**src/rtl/pc_unit_pkg.sv**
```systemverilog
// pc_unit_pkg: shared widths and constant values for the program counter unit.
package pc_unit_pkg;
   localparam int PC_W = 8;
   localparam logic [PC_W-1:0] PC_RESET_L   = 8'h00;
   localparam logic [PC_W-1:0] PC_RESET_H   = 8'h00;
   localparam logic [PC_W-1:0] DB_PRECHARGE = 8'hFF;
endpackage

```
**src/rtl/pc_half.sv**
```systemverilog
// pc_half: one 8-bit PC byte with bus/hold select, incrementer and carry chain link.
module pc_half
   import pc_unit_pkg::*;
(
   input  logic            clk,
   input  logic            rst,
   input  logic            en,
   input  logic            ld,
   input  logic            keep,
   input  logic            ci,
   input  logic [PC_W-1:0] d,
   input  logic [PC_W-1:0] rst_val,
   output logic [PC_W-1:0] q,
   output logic            co
);
   logic [PC_W-1:0] s;
   assign s  = ld ? d : q;
   assign co = ci & (s == {PC_W{1'b1}});
   // With no load, no keep and no carry-in the next value equals q, so the write is skipped.
   always_ff @(posedge clk)
      if (rst) q <= rst_val;
      else if (en & (ld | keep | ci)) q <= s + PC_W'(ci);
endmodule

```
**src/rtl/pc_unit.sv**
```systemverilog
// pc_unit: 16-bit program counter built from two pc_half bytes, with address and data bus drivers.
module pc_unit
   import pc_unit_pkg::*;
(
   input  logic            PHI0,
   input  logic            RES,
   input  logic            PCL_PCL,
   input  logic            ADL_PCL,
   input  logic            PCH_PCH,
   input  logic            ADH_PCH,
   input  logic            PCL_ADL,
   input  logic            PCH_ADH,
   input  logic            PCL_DB,
   input  logic            PCH_DB,
   input  logic            n_1PC,
   input  logic            n_ready,
   input  logic [PC_W-1:0] ADL_IN,
   input  logic [PC_W-1:0] ADH_IN,
   output logic [PC_W-1:0] ADL_OUT,
   output logic            ADL_OE,
   output logic [PC_W-1:0] ADH_OUT,
   output logic            ADH_OE,
   output logic [PC_W-1:0] DB_OUT,
   output logic            DB_OE,
   output logic [15:0]     PC
);
   logic            inc, en, c, pc_wrap_unused;
   logic [PC_W-1:0] pcl, pch;
   assign en  = ~n_ready;
   assign inc = ~n_1PC & en;

   pc_half u_lo (
      .clk(PHI0), .rst(RES), .en(en), .ld(ADL_PCL), .keep(PCL_PCL), .ci(inc),
      .d(ADL_IN), .rst_val(PC_RESET_L), .q(pcl), .co(c)
   );

   pc_half u_hi (
      .clk(PHI0), .rst(RES), .en(en), .ld(ADH_PCH), .keep(PCH_PCH), .ci(c),
      .d(ADH_IN), .rst_val(PC_RESET_H), .q(pch), .co(pc_wrap_unused)
   );

   assign ADL_OUT = pcl;
   assign ADL_OE  = PCL_ADL;
   assign ADH_OUT = pch;
   assign ADH_OE  = PCH_ADH;
   // Both bytes on the data bus resolve as a wired-AND; an undriven bus stays precharged high.
   assign DB_OUT  = PCL_DB ? (PCH_DB ? (pcl & pch) : pcl) : (PCH_DB ? pch : DB_PRECHARGE);
   assign DB_OE   = PCL_DB | PCH_DB;
   assign PC      = {pch, pcl};
endmodule

```
**config.mk**
```make
export PLATFORM = sky130hd
export DESIGN_NAME = pc_unit
export DESIGN_NICKNAME = d
export VERILOG_FILES = /design/src/rtl/pc_unit_pkg.sv /design/src/rtl/pc_half.sv /design/src/rtl/pc_unit.sv
export SDC_FILE = /design/constraint.sdc
export NUM_CORES = 1
export LEC_CHECK = 0
export ABC_AREA = 1
export CORE_MARGIN = 2
export CORE_UTILIZATION = 41
export DETAILED_ROUTE_END_ITERATION = 16
export GPL_ROUTABILITY_DRIVEN = 0
export PLACE_DENSITY_LB_ADDON = 0.15
export RECOVER_POWER = 50
export SETUP_SLACK_MARGIN = 0.1
export SLEW_MARGIN = 20
export SYNTH_ARGS = -nofsm -noshare
export SYNTH_HDL_FRONTEND = slang
export SYNTH_SLANG_ARGS = --single-unit
```
**constraint.sdc**
```tcl
create_clock -name PHI0 -period 2.45 [get_ports PHI0]
set_input_delay 0.49 -clock PHI0 [delete_from_list [all_inputs] [get_ports PHI0]]
set_output_delay 0.49 -clock PHI0 [all_outputs]
set_load 0.01 [all_outputs]
```
## Word level (Yosys, flattened, before mapping)

Cells that the tools add are included.

| cells by class | value |
|---|---|
| mux-type cells | 5 |
| bitwise logic cells | 12 |
| $add $sub $neg | 2 |
| eq/ne operators | 1 |

Operators by type and width:

| kind | number |
|---|---|
| $mux 8 | 5 |
| $add 8x1->8 | 2 |
| $and 8x8->8 | 1 |
| $eq 8x8->1 const B | 1 |
| $or 1x1->1 | 5 |
| $and 1x1->1 | 4 |
| $not 1->1 | 2 |

| storage, ports and cells | value |
|---|---|
| input port bits | 28 |
| flip-flop bits (word level) | 16 |
| word-level logic and storage cells | 22 |
| output and inout bits | 43 |

## Longest topological paths before layout

| depth | value |
|---|---|
| word-level depth | 5 |
| mapped depth | 16 |
| gate-level depth less buffers | 16 |

## By module

From an unflattened synthesis, not the netlist that was laid out.

| second synthesis, totals | value |
|---|---|
| cell total of the unflattened synthesis | 252 |
| area, all modules | 1665.3 µm² |

Modules (own cells, without submodules):

| module | cells an instance | seq. area each (µm²) | area each (µm²) | instances |
|---|---|---|---|---|
| pc_half | 90 | 240.2 | 658.1 | 2 |
| pc_unit | 72 | 0.0 | 349.1 | 1 |

## Worst setup path before layout

No wires, ideal clock.

| path | value |
|---|---|
| path kind | input-to-reg |
| start point | input port ADL_PCL |
| end point | register u_hi.q[5] |
| path slack | 0.567 ns |
| setup time | 0.115 ns |
| arrival | 1.768 ns |
| cell stages on the path | 13 |
| required time | 2.335 ns |
| path buffers | 0 |
| cells stage by stage | o21ai_1 inv_2 nor2_4 nand3_2 inv_1 ha_1 nand3_1 nor2_4 nand3_1 nand2_1 nand3_1 nand2_1 nor2_1 |

| on the way | value |
|---|---|
| longest elaborated chain between the ends | 5 |
| elaborated cells between the ends (all ways) | 6 |
| classes of those cells | 1 x add/sub; 1 x eq/ne; 1 x mux; 3 x bitwise |

Ends and longest elaborated chain:

| element | line | text |
|---|---|---|
| from (decl) | pc_unit.sv:8 | `input logic ADL_PCL,` |
| $mux 8 * | pc_half.sv:17 | `assign s = ld ? d : q;` |
| $eq 8x8->1 * | pc_half.sv:18 | `assign co = ci & (s == {PC_W{1'b1}});` |
| $and 1x1->1 * | pc_half.sv:18 |  |
| branches (longest 2 deep; another with $add 8x1->8) | -- |  |
| to (signal assigned) | pc_half.sv:21 | `if (rst) q <= rst_val;` |
| to (signal assigned) | pc_half.sv:22 | `else if (en & (ld \| keep \| ci)) q <= s + PC_W'(ci);` |
| to (decl) | pc_half.sv:13 | `output logic [PC_W-1:0] q,` |

Mark *: on every way between the ends.
A chain may end at the register's enable or synchronous reset.

## Final worst setup path

| path | value |
|---|---|
| start point | input port PCL_DB |
| end point | output port DB_OUT[4] |

| on the way | value |
|---|---|
| longest elaborated chain between the ends | 1 |

Ends and longest elaborated chain:

| element | line | text |
|---|---|---|
| from (decl) | pc_unit.sv:13 | `input logic PCL_DB,` |
| $mux 8 | pc_unit.sv:47 | `assign DB_OUT = PCL_DB ? (PCH_DB ? (pcl & pch) : pcl) : (PCH_DB ? pch : DB_PRECHARGE);` |
| to (decl) | pc_unit.sv:23 | `output logic [PC_W-1:0] DB_OUT,` |

No other way between the ends.

==> flow_metrics.tcl <==
set metrics [dict create \
    core_mm2 0.00342 \
    rsz0062_at_grt "false" \
    critPathLaunchType "input port" \
    numCtsBuffers 3 \
    grt_usage_pct 19.1 \
    clk_path_buf_depth 2 \
    nNetsFinal 343 \
    powerDensity_mw_per_mm2 385 \
    worst_slew_pin_slew_ns 0.592 \
    fin_setup_tns_ns 0 \
    synth-edff-count 0 \
    root_buffer "clkbuf_4" \
    fmax_ghz 0.443 \
    clock_latency_ns 0.30 \
    synth_cell_types 27 \
    synth_flop_cell "dfxtp_1" \
    synthAdderAreaFrac_pct 3.33 \
    required_ns 1.96 \
    first_pass_iters 4 \
    synthTopCellsByArea "dfxtp_1 21%, nand2_1 18%, inv_1 9.5%" \
    ys_warn_count 0 \
    antenna_found_initial 0 \
    start_util_pct 44.0 \
    netlist.area_leader.share_pct 21.3 \
    overflow 0 \
    instances_no_fill 356 \
    crit_top_cell "clkdlybuf4s50_1" \
    cp.arrival_ns 1.77 \
    cts.clk_slew.worst_paths_ns 0.10 \
    slowest_delay_ns 0.50 \
    whs_ns 0.518 \
    hold_class "reg -> reg" \
    routed_wl_um 3790 \
    hold_viol 0 \
    slew_headroom_pct 60.5 \
    end_kind "primary output" \
    pre_cts_ws_ns -0.186 \
    ant_nets 0 \
    hpwl_um 3010 \
    yosysMostFrequentCell "nand2_1" \
    async_flop_share_pct 0 \
    period_share_pct 92.1 \
    grt_pass1_wl_um 6510 \
    synth_nets 283 \
    synth_cells 251 \
    synth_compound_area_share_pct 13.7 \
    cts_sinks 16 \
    ios 71 \
    routed-via-count 1654 \
    synthXorXnorAreaFrac_pct 1.75 \
    yosysSeqAreaShare_pct 21.3 \
    slowest_stage "clkdlybuf4s50_1" \
    yosysTopAreaCell "dfxtp_1" \
    maxCapViolCount 0 \
    syn_area_mm2 0.00150 \
    antenna_cells 0 \
    period_needed_ns 2.26 \
    fin_ws_ns 0.193 \
    cts_tree "done" \
    slew_violations 0 \
    die_y_um 64.5 \
    synthToLayoutAreaGrowth_pct 44.6 \
    skew_ns 0.00586 \
    drive_above_1_share_pct 13.2 \
    worstPathMaxFanout 9 \
    crit_buf_inv 4 \
    cts_setup_buffers 0 \
    outcome "complete, no violations" \
    path_class "in -> out" \
    synth.avg_cell_area_um2 5.99 \
    worst_path_dominant_cell_family "buffers and inverters" \
    setup_viol 0 \
    synth_top_family_by_area "simple AND/OR/NAND/NOR gates" \
    die_x_um 64.5 \
    fp.dieArea_mm2 0.00417 \
    synth_common_cells "73 x nand2_1, 38 x inv_1, 26 x nor2_1" \
    grt_max_degree 17 \
    row_count 21 \
    ir_worst_vdd_mv 0.307 \
    drc_errors 0 \
    avgRoutedWirePerCell_um 10.6 \
    path_cells "clkdlybuf4s50_1, inv_4, o22ai_1, inv_1, clkdlybuf4s50_1" \
    synthSimpleGateAreaFrac_pct 36.6 \
    synth.area.mux_share_pct 0 \
    drt_iter0_drc 50 \
    utilization_pct 63.6 \
    synth_seq_cells 16 \
    grt_pass1_vias 1482 \
    placedCellCount 352 \
    cts_max_level 1 \
    power_leakage_nw 1.12 \
    numPortBuffers 66 \
    viasPerCell 4.65 \
]
==> registers in the layout, summed over array words and instances, names as in the netlist <==
name	flops
u_hi.q	8
u_lo.q	8
==> worst min-delay path: cells and delay by family (launching register included) <==
family                 cells  cell delay (ns)
AOI/OAI and AO/OA          1             0.06
DFF                        1             0.35
buffers and inverters      1             0.07
==> timing repair <==
item	CTS	global route
hold buffers	0	0
endpoints found under the setup margin	9	15
resized for setup	2	6
==> final timing paths <==
path,end,start,depth (start not counted),slack [ns]
worst max-delay path,DB_OUT[4],PCL_DB,5,0.19
worst max register to register,u_hi.q[5],u_lo.q[3],14,0.57
worst min register to register,u_lo.q[1],u_lo.q[1],2,0.52
worst min-delay path,u_lo.q[1],u_lo.q[1],2,0.52
==> power by group <==
| group | internal (mW) | switching, mW | total, mW |
|---|---|---|---|
| combinational | 0.184 | 0.162 | 0.346 |
| clock | 0.0907 | 0.0900 | 0.181 |
| sequential | 0.281 | 0.0281 | 0.309 |
==> layout make-up <==
| class | count | area [um^2] |
|---|---|---|
| Clock buffer | 4 | 36.3 |
| Fill cell | 333 | 1240 |
| Inverter | 42 | 163 |
| Multi-Input combinational cell | 169 | 840 |
| Sequential cell | 16 | 320 |
| Tap cell | 46 | 57.6 |
| Timing Repair Buffer | 79 | 757 |
==> through the flow <==
| stage | power, mW | cell area, um^2 |
|---|---|---|
| global placement | 0.670 | 2130 |
| floorplan | 0.514 | 1500 |
| global route | 0.892 | 2170 |
| finish | 0.836 | 2170 |
| detailed placement | 0.673 | 2130 |
| CTS | 0.856 | 2170 |
==> placed cells by master (no fill, tap or decap) <==
cell type / instances
o21ai_2: 2
nand3_1: 17
dlymetal6s2s_1: 1
ha_2: 1
clkbuf_1: 1
nor2_2: 1
o22ai_1: 8
clkdlybuf4s50_1: 40
nor2_1: 26
nor2_4: 2
dfxtp_1: 16
nand2_4: 1
a21oi_2: 6
nand2_1: 73
nand3_2: 1
inv_4: 2
o21ai_0: 9
clkbuf_8: 1
nand4_1: 1
clkbuf_4: 3
dlygate4sd3_1: 25
buf_4: 12
xnor2_1: 2
nand2_2: 6
a21oi_1: 8
ha_1: 3
o21ai_1: 1
xor2_1: 1
inv_1: 37
inv_2: 3
==> kinds of logic (layout without fill, tap and decap cells) <==
kind of cell               after synthesis  after routing
xor gates and xnor gates                 3              3
AOI/OAI and AO/OA                       34             34
adders and majority gates                4              4
and+or+nand+nor                        128            128
buffers and inverters                   66            125
DFF                                     16             16
==> per-layer routing <==
layer  track usage [%]  routed length, um  vias to the layer above
li1                  -                  -                      877
met1              24.8               1790                      727
met2              33.1               1730                       50
met3              5.38                271                        0
met4              1.06                  0                        0
met5                 0                  0                        -
(Power assumes the default switching activity.)
